**config.mk**
```make
export PLATFORM = sky130hd
export DESIGN_NAME = generation_controller
export DESIGN_NICKNAME = d
export VERILOG_FILES = /design/src/rtl/generation_controller.sv
export SDC_FILE = /design/constraint.sdc
export NUM_CORES = 1
export LEC_CHECK = 0
export BUFFER_PORTS_ARGS = -buffer_cell sky130_fd_sc_hd__buf_2
export CORE_MARGIN = 2
export CORE_UTILIZATION = 35
export DETAILED_ROUTE_END_ITERATION = 8
export PLACE_DENSITY = 0.52
export SYNTH_ARGS = -nofsm -noshare
export SYNTH_HDL_FRONTEND = slang
export SYNTH_SLANG_ARGS = --single-unit
```
**constraint.sdc**
```tcl
create_clock -name CLK -period 2.85 [get_ports CLK]
set_input_delay 0.1425 -clock CLK [delete_from_list [all_inputs] [get_ports CLK]]
set_output_delay 0.1425 -clock CLK [all_outputs]
set_load 0.01 [all_outputs]
```
**src/rtl/generation_controller.sv**
```systemverilog
`default_nettype none
// +--------------------------------------------------------------------------+
// | Module   : generation_controller                                         |
// | Function : Sequencer for the Conway memory register and grid calculator. |
// |            Drives the memory write strobe and load/run source select,    |
// |            and owns the idle/load/run/single-step modes, the generation  |
// |            prescaler and the generation counter.                          |
// | Options  : GEN_LIMIT_EN - adds GEN_LIMIT input; free-running mode stops  |
// |            by itself once GEN_COUNT reaches a nonzero GEN_LIMIT.          |
// | Revision : 1.0 - initial release                                         |
// +--------------------------------------------------------------------------+
module generation_controller #(
    parameter int COUNT_WIDTH  = 16,
    parameter int PERIOD_WIDTH = 24
) (
    input  logic                    CLK,
    input  logic                    RESET,
    input  logic                    LOAD_REQ,
    input  logic                    START,
    input  logic                    STOP,
    input  logic                    STEP,
    input  logic [PERIOD_WIDTH-1:0] PERIOD,
`ifdef GEN_LIMIT_EN
    input  logic [COUNT_WIDTH-1:0]  GEN_LIMIT,
`endif
    output logic                    WRITE_ENABLE,
    output logic                    LOAD_RUN,
    output logic                    RUNNING,
    output logic [COUNT_WIDTH-1:0]  GEN_COUNT,
    output logic                    GEN_WRAP
);

    typedef enum logic [1:0] {
        ST_IDLE = 2'd0,
        ST_LOAD = 2'd1,
        ST_RUN  = 2'd2,
        ST_STEP = 2'd3
    } state_t;

    localparam logic [PERIOD_WIDTH-1:0] c_period_one = PERIOD_WIDTH'(1);
    localparam logic [COUNT_WIDTH:0]    c_count_one  = (COUNT_WIDTH+1)'(1);

    state_t                  state_q,     state_d;
    logic                    we_q,        we_d;
    logic                    load_run_q,  load_run_d;
    logic                    running_q,   running_d;
    logic [COUNT_WIDTH-1:0]  count_q,     count_d;
    logic                    wrap_q,      wrap_d;
    logic [PERIOD_WIDTH-1:0] presc_q,     presc_d;
    logic                    limit_hit_q, limit_hit_d;

    logic [PERIOD_WIDTH-1:0] w_reload;
    logic [COUNT_WIDTH-1:0]  w_count_inc;
    logic                    w_count_carry;
    logic                    w_limit_reached;
    logic                    w_load;
    logic                    w_bump;

    // Prescaler reload: a PERIOD of 0 behaves exactly like a PERIOD of 1.
    assign w_reload = (PERIOD == '0) ? '0 : (PERIOD - c_period_one);

    // Counter increment with carry-out; the carry marks a wrap to zero.
    assign {w_count_carry, w_count_inc} = {1'b0, count_q} + c_count_one;

`ifdef GEN_LIMIT_EN
    // The write about to happen lands exactly on a nonzero limit.
    assign w_limit_reached = (GEN_LIMIT != '0) && (w_count_inc == GEN_LIMIT);
`else
    assign w_limit_reached = 1'b0;
`endif

    // Next-state and next-output decode; requests ranked LOAD > STOP > STEP > START.
    always_comb begin
        state_d     = state_q;
        we_d        = 1'b0;
        count_d     = count_q;
        wrap_d      = wrap_q;
        presc_d     = presc_q;
        limit_hit_d = 1'b0;
        w_load      = 1'b0;
        w_bump      = 1'b0;

        case (state_q)
            ST_IDLE: begin
                if (LOAD_REQ) begin
                    w_load = 1'b1;
                end else if (!STOP) begin
                    // STOP has no effect in IDLE but still outranks STEP/START.
                    if (STEP) begin
                        state_d = ST_STEP;
                        w_bump  = 1'b1;
                    end else if (START) begin
                        // First write lands max(PERIOD,1) edges from now.
                        state_d = ST_RUN;
                        presc_d = w_reload;
                    end
                end
            end

            ST_LOAD: begin
                // A load is always a single cycle, even with LOAD_REQ held.
                state_d = ST_IDLE;
            end

            ST_STEP: begin
                if (LOAD_REQ) begin
                    w_load = 1'b1;
                end else begin
                    state_d = ST_IDLE;
                end
            end

            ST_RUN: begin
                if (LOAD_REQ) begin
                    w_load = 1'b1;
                end else if (STOP || limit_hit_q) begin
                    // Any partial period is dropped; the next START is a full one.
                    state_d = ST_IDLE;
                    presc_d = '0;
                end else if (presc_q == '0) begin
                    // Generation boundary: write, and pick up the current PERIOD.
                    w_bump      = 1'b1;
                    presc_d     = w_reload;
                    limit_hit_d = w_limit_reached;
                end else begin
                    presc_d = presc_q - c_period_one;
                end
            end

            default: begin
                state_d = ST_IDLE;
            end
        endcase

        if (w_load) begin
            state_d = ST_LOAD;
            we_d    = 1'b1;
            count_d = '0;
            wrap_d  = 1'b0;
            presc_d = '0;
        end

        if (w_bump) begin
            we_d    = 1'b1;
            count_d = w_count_inc;
            wrap_d  = wrap_q | w_count_carry;
        end
    end

    // Mode outputs follow the state being entered so they line up with the write strobe.
    assign running_d  = (state_d == ST_RUN);
    assign load_run_d = (state_d != ST_LOAD);

    // State and output registers with synchronous reset.
    always_ff @(posedge CLK) begin
        if (RESET) begin
            state_q     <= ST_IDLE;
            we_q        <= 1'b0;
            load_run_q  <= 1'b1;
            running_q   <= 1'b0;
            count_q     <= '0;
            wrap_q      <= 1'b0;
            presc_q     <= '0;
            limit_hit_q <= 1'b0;
        end else begin
            state_q     <= state_d;
            we_q        <= we_d;
            load_run_q  <= load_run_d;
            running_q   <= running_d;
            count_q     <= count_d;
            wrap_q      <= wrap_d;
            presc_q     <= presc_d;
            limit_hit_q <= limit_hit_d;
        end
    end

    assign WRITE_ENABLE = we_q;
    assign LOAD_RUN     = load_run_q;
    assign RUNNING      = running_q;
    assign GEN_COUNT    = count_q;
    assign GEN_WRAP     = wrap_q;

endmodule
`default_nettype wire
```
==> impl_metrics.csv, run 1 <==
group,metric,value,unit
status,outcome,"completed",
synthesis,avgSynthCellArea,7.695,um^2
setup_path,path_buf_inv,0,
die,ios,50,
die,die_y,97.66,um
cells_and_area,multi_input_area,2017,um^2
synthesis,ys_types,56,
setup_path,crit_top_cell,"or4_1",
synthesis,mappedNetlistArea,3070,um^2
setup_path,start_kind,"flop",
routing,drc,0,
die,fp.dieArea,9537,um^2
timing,period_needed,2539,ps
cells_and_area,n_fill_cell,908,
routing,drt_iter0_drc,142,
cells_and_area,areaGrowthSynthToFinish,17.03,%
place,io_buffer_count,49,
place,place_area,3496,um^2
timing,slew_viol_final,0,
clocking,cts_buffers,5,
timing,clock_skew,12.43,ps
synthesis,syn_nets,434,
clocking,root_buffer,"clkbuf_8",
synthesis,yosys_warnings,0,
die,die_w,97.66,um
die,core,8593,um^2
place,place.gp.congestion,0.8671,
synthesis,yosys-top-cells-area,"dfxtp_1 (30%), o21ai_0 (4.6%), nor2_1 (4.4%), nand2_1 (4.3%), a21oi_1 (3.7%)",
timing,fmax,393.8,MHz
synthesis,ys_top_cells_by_count,"dfxtp_1 (46), nor2_1 (36), nand2_1 (35), o21ai_0 (28), a21oi_1 (23)",
timing,slew_headroom,47.99,%
setup_path,cp_top_family,"simple AND/OR/NAND/NOR gates",
cells_and_area,num-nets-final,486,
synthesis,yosysMostFrequentCell,"dfxtp_1",
synthesis,synth-seq-cells,46,
clocking,h-tree-depth,2,
cells_and_area,diodes,0,
die,initial_utilization,35.73,%
synthesis,ys.flop_type,"dfxtp_1",
synthesis,seq_area_frac_synth,29.99,%
routing,avgRoutedWirePerCell,15.82,um
clocking,cts.sinks,46,
clocking,cts_tree,"built",
power,power.leakage,1.450,nW
timing,finalSetupTns,0,ps
routing,via_count,3170,
cells_and_area,design_area,3593,um^2
timing,tightest_slew,778.5,ps
cells_and_area,seqCellArea,920.9,um^2
routing,avgViaCountPerCell,5.661,
global_route,grt_pass1_vias,2970,
synthesis,async_flop_share,0,%
synthesis,yosysTopAreaCell,"dfxtp_1",
setup_path,max_stage_delay,610,ps
setup_path,crit_chain,"nor4_4 -> nand4_2 -> o31a_1 -> or4_1 -> or4_1 -> nand2_1",
setup_path,critPathMaxFanout,7,
global_route,antenna_found_initial,0,
clocking,clock_path_buffers,2,
hold_path,hold_path_class,"primary input to flop",
routing,drtPass1Iterations,4,
die,rows,34,
timing,setup_viol,0,
clocking,holdBufCountCts,0,
clocking,path_clk_slew,90,ps
synthesis,synth_top_area_share,29.99,%
place,dp_hpwl,6786,um
timing,rsz0062_at_grt,"no",
power,max-vdd-ir-drop,148.6,uV
setup_path,crit_path_end_kind,"flop",
setup_path,cpMaxStageDelayCell,"or4_1",
cells_and_area,drive_gt1_share,19.03,%
run,maxCapViolations,0,
routing,finalWirelength,8860,um
power,power_density,388.1,nW/um^2
clocking,insertion_delay,300,ps
timing,finalHoldViolations,0,
setup_path,cp.arrival,2780,ps
setup_path,crit_type,"flop to flop",
routing,postRouteAntennaNets,0,
setup_path,crit_required,3090,ps
synthesis,synth_edf_count,0,
global_route,overflow,0,
timing,post-route-period-util,89.10,%
global_route,grt_max_degree,20,
global_route,grt_usage,18.71,%
global_route,grt_pass1_wl,14750,um
synthesis,synthCells,399,
==> state kept, by name, summed over array words and instances, names as in the netlist <==
name and count:
GEN_COUNT 16, LOAD_RUN 1, presc_q 24, WRITE_ENABLE 1
GEN_WRAP 1, RUNNING 1, state_q 2
==> cells by family after synthesis <==
family	after synthesis	share of synthesized area, %
mux	4	1.304
xor+xnor	26	7.417
fa+ha+maj	5	2.037
simple gates	180	32.27
compound gates	103	22.45
flops	46	29.99
buf+inv	35	4.523
==> repair_timing <==
item | 4_1_cts | 5_1_grt
gates resized for setup | 0 | 1
hold endpoints to repair | 0 | 0
setup buffers | 0 | 0
endpoints found under the setup margin | 0 | 1
==> per-layer routing <==
layer	track usage, %	up-vias	share of wire [%]
met3	2.518	4	3.9
met5	0	-	0
met2	32.20	78	48
met1	24.38	1492	47
met4	5.556	0	0.80
li1	-	1596	-
==> worst reg2reg max path, cell delays in order, from the launching register on <==
cell	delay, ps
dfxtp_1	390
nor4_4	440
nand4_2	170
o31a_1	370
or4_1	610
or4_1	420
nand2_1	70
==> path summary, 6_finish.rpt <==
kind,from,depth (start not counted),slack (ps),to
worst min-delay path,START,3,110,LOAD_RUN
worst max-delay path,presc_q[4],6,310,GEN_COUNT[13]
worst max register to register,presc_q[4],6,310,GEN_COUNT[13]
worst min register to register,GEN_WRAP,1,490,GEN_WRAP
==> power breakdown <==
part,internal [W],switching (W)
Sequential,0.000656,0.0000166
Combinational,0.000125,0.000172
Clock,0.000196,0.000228
==> layout make-up <==
class | count | share of cell area, %
inverter | 13 | 1.358
clock inverter | 1 | 0.1393
tap | 108 | 3.760
multi-input combinational | 318 | 56.13
sequential | 46 | 25.63
clock buffer | 7 | 2.403
timing repair buffer | 67 | 10.58
==> per-stage QoR <==
step / hold slack [ps] / total power [W] / util (%) / std cells / setup WS (ps)
after floorplan: 279.8 / 0.0008644 / - / 399 / 390.6
after global placement: 413.3 / 0.0009764 / 40.68 / 552 / 240.4
after detailed placement: 415.7 / 0.0009790 / 40.68 / 552 / 166.8
after CTS: 93.09 / 0.001413 / 41.74 / 560 / 132.5
after global routing: 125.2 / 0.001473 / 41.82 / 560 / 125.0
final: 106.9 / 0.001395 / 41.82 / 560 / 310.7
==> cells in the final DEF (no fill, tap or decap), drive strengths merged, types with 11 or more instances in the layout <==
master / count
nor2: 36
xnor2: 13
xor2: 13
dfxtp: 46
nor4: 18
nand3: 19
or4: 11
inv: 13
o21ai: 28
buf: 67
nor3: 22
a21oi: 23
nand2: 35
(Power assumes the default switching activity.)
==> run 2: changes to the inputs <==
--- a/config.mk
+++ b/config.mk
@@ -9,7 +9,8 @@
 export CORE_MARGIN = 2
 export CORE_UTILIZATION = 35
 export DETAILED_ROUTE_END_ITERATION = 8
-export PLACE_DENSITY = 0.52
+export PLACE_DENSITY = 0.54
+export SETUP_SLACK_MARGIN = 0.1
 export SYNTH_ARGS = -nofsm -noshare
 export SYNTH_HDL_FRONTEND = slang
 export SYNTH_SLANG_ARGS = --single-unit
==> constraint.sdc (replaced) <==
create_clock -name CLK -period 2.3 [get_ports CLK]
set_input_delay 0.115 -clock CLK [delete_from_list [all_inputs] [get_ports CLK]]
set_output_delay 0.115 -clock CLK [all_outputs]
set_load 0.01 [all_outputs]
==> impl_metrics.csv, run 2 (synthesized netlist as in run 1, its figures left out) <==
group,metric,value,unit
cells_and_area,diodes,0,
timing,rsz0062_at_grt,"yes",
clocking,insertion_delay,310,ps
setup_path,cp_top_family,"simple AND/OR/NAND/NOR gates",
place,place.gp.congestion,0.8858,
setup_path,crit_path_end_kind,"flop",
timing,fmax,446.0,MHz
setup_path,max_stage_delay,470,ps
timing,finalHoldViolations,0,
clocking,cts_tree,"built",
clocking,h-tree-depth,2,
clocking,path_clk_slew,100,ps
global_route,grt_util_met3,3.022,%
global_route,grt_max_degree,23,
hold_path,hold_path_class,"primary input to flop",
hold_path,hold_end,"LOAD_RUN",
hold_path,hp-start,"START",
routing,finalWirelength,9191,um
cells_and_area,n_fill_cell,895,
setup_path,r2r-start,"presc_q[0]",
global_route,grt_usage,18.31,%
routing,avgRoutedWirePerCell,15.77,um
die,fp.dieArea,9537,um^2
global_route,grt_pass1_wl,14410,um
status,outcome,"completed",
place,place_area,3695,um^2
setup_path,crit_start,"presc_q[0]",
cells_and_area,design_area,3909,um^2
cells_and_area,layout_common_cells,"buf_2 (50), dfxtp_1 (41), buf_4 (36), nand2_1 (35), nor2_1 (35)",
timing,tightest_slew,449.4,ps
timing,slew_viol_final,0,
die,die_y,97.66,um
setup_path,crit_type,"flop to flop",
setup_path,reg2reg_to,"GEN_COUNT[13]",
timing,period_needed,2242,ps
setup_path,critPathMaxFanout,3,
cells_and_area,regMostFlops,"presc_q",
cells_and_area,multi_input_area,2125,um^2
setup_path,cpMaxStageDelayCell,"or4_1",
setup_path,r2r_slack,60,ps
global_route,grt.busiest_layer,"met2",
die,ios,50,
timing,holdWs,77.72,ps
power,power.leakage,1.619,nW
timing,slew_headroom,69.91,%
cells_and_area,drive_gt1_share,27.58,%
hold_path,worstHoldPathCells,3,
die,rows,34,
clocking,cts_buffers,5,
setup_path,start_kind,"flop",
global_route,grt_use_met1,24.50,%
timing,setup_viol,0,
place,dp_hpwl,6864,um
die,die_w,97.66,um
routing,drtPass1Iterations,4,
die,core,8593,um^2
place,io_buffer_count,49,
setup_path,cp.arrival,2490,ps
routing,drc,0,
global_route,overflow,0,
global_route,grtUsageMet2,29.92,%
cells_and_area,largest_register_ffs,24,
routing,avgViaCountPerCell,5.664,
setup_path,crit_required,2550,ps
power,max-vdd-ir-drop,242.8,uV
power,power,0.001788,W
die,initial_utilization,35.73,%
timing,clock_skew,10.27,ps
global_route,antenna_found_initial,0,
clocking,cts.sinks,46,
setup_path,worstRegToRegCells,8,
run,maxCapViolations,0,
routing,via_count,3302,
timing,post-route-period-util,97.47,%
cells_and_area,final_common_cell,"buf_2",
power,power_density,457.5,nW/um^2
cells_and_area,areaGrowthSynthToFinish,27.30,%
clocking,holdBufCountCts,0,
setup_path,path_buf_inv,1,
clocking,root_buffer,"clkbuf_8",
routing,drt_iter0_drc,198,
routing,postRouteAntennaNets,0,
clocking,clock_path_buffers,2,
global_route,grt_pass1_vias,2924,
cells_and_area,seqCellArea,927.1,um^2
cells_and_area,num-nets-final,509,
setup_path,crit_chain,"inv_2 -> ha_4 -> nor4b_4 -> nand3_2 -> o31a_1 -> or4_4 -> or4_1 -> nand2_1",
## run 2: changes by cell type in the layout (fill, tap and decap cells not counted), moves of 2 or more
cell | previous run | this run
buf_12 | 0 | 2
dfxtp_1 | 46 | 41
nor3_2 | 1 | 3
dfxtp_2 | 0 | 5
nor4_4 | 3 | 5
inv_2 | 0 | 2
buf_6 | 0 | 2
nor4_1 | 15 | 10
nor4_2 | 0 | 3
buf_4 | 18 | 36
nor3_1 | 21 | 19
inv_1 | 13 | 11
## run 2: worst register-to-register path: cells and delay by family, from the launching register on
| kind | cells | cell delay (ps) |
|---|---|---|
| flops | 1 | 340 |
| buf+inv | 1 | 80 |
| fa+ha+maj | 1 | 130 |
| compound gates | 1 | 310 |
| simple gates | 5 | 1340 |
## run 2: worst max-delay path by stage
stage                     cells after the start            end  slack (ps)
final                                         8  GEN_COUNT[13]          60
after global routing                          8  GEN_COUNT[13]         -40
after CTS                                     8  GEN_COUNT[15]          70
after detailed placement                      7    presc_q[16]        -150
after global placement                        7    presc_q[16]        -130
after floorplan                               7  GEN_COUNT[13]          30
## run 2: repair_timing
item | CTS | global route
endpoints found under the hold margin | 0 | 0
pin swaps | 0 | 4
cloned | 0 | 1
resized for setup | 4 | 20
endpoints found under the setup margin | 17 | 29
setup buffers | 0 | 1
## run 2: metal layers
metal | up-vias | share of wire [%]
li1 | 1651 | -
met1 | 1532 | 46
met2 | 106 | 46
met3 | 13 | 5.6
met4 | 0 | 1.8
met5 | - | 0
## run 2: per-stage QoR
stage	cells	utilization (%)	setup slack (ps)	TNS [ps]
floorplan	399	-	31.83	0
global placement	573	43.00	-127.2	-127.2
detailed placement	573	43.00	-152.0	-152.0
CTS	581	44.29	70.05	0
global route	583	45.49	-37.93	-55.65
finish	583	45.49	58.08	0
## run 2: power by group
group          internal, W  switching (W)
clock             0.000215       0.000317
combinational     0.000193       0.000228
sequential        0.000814      0.0000222
## run 2: cell type report
type | count | share of cell area (%)
Clock buffer | 5 | 1.761
Clock inverter | 3 | 0.5442
Inverter | 13 | 1.248
Multi-Input combinational cell | 318 | 54.35
Sequential cell | 46 | 23.72
Tap cell | 108 | 3.457
Timing Repair Buffer | 90 | 14.92
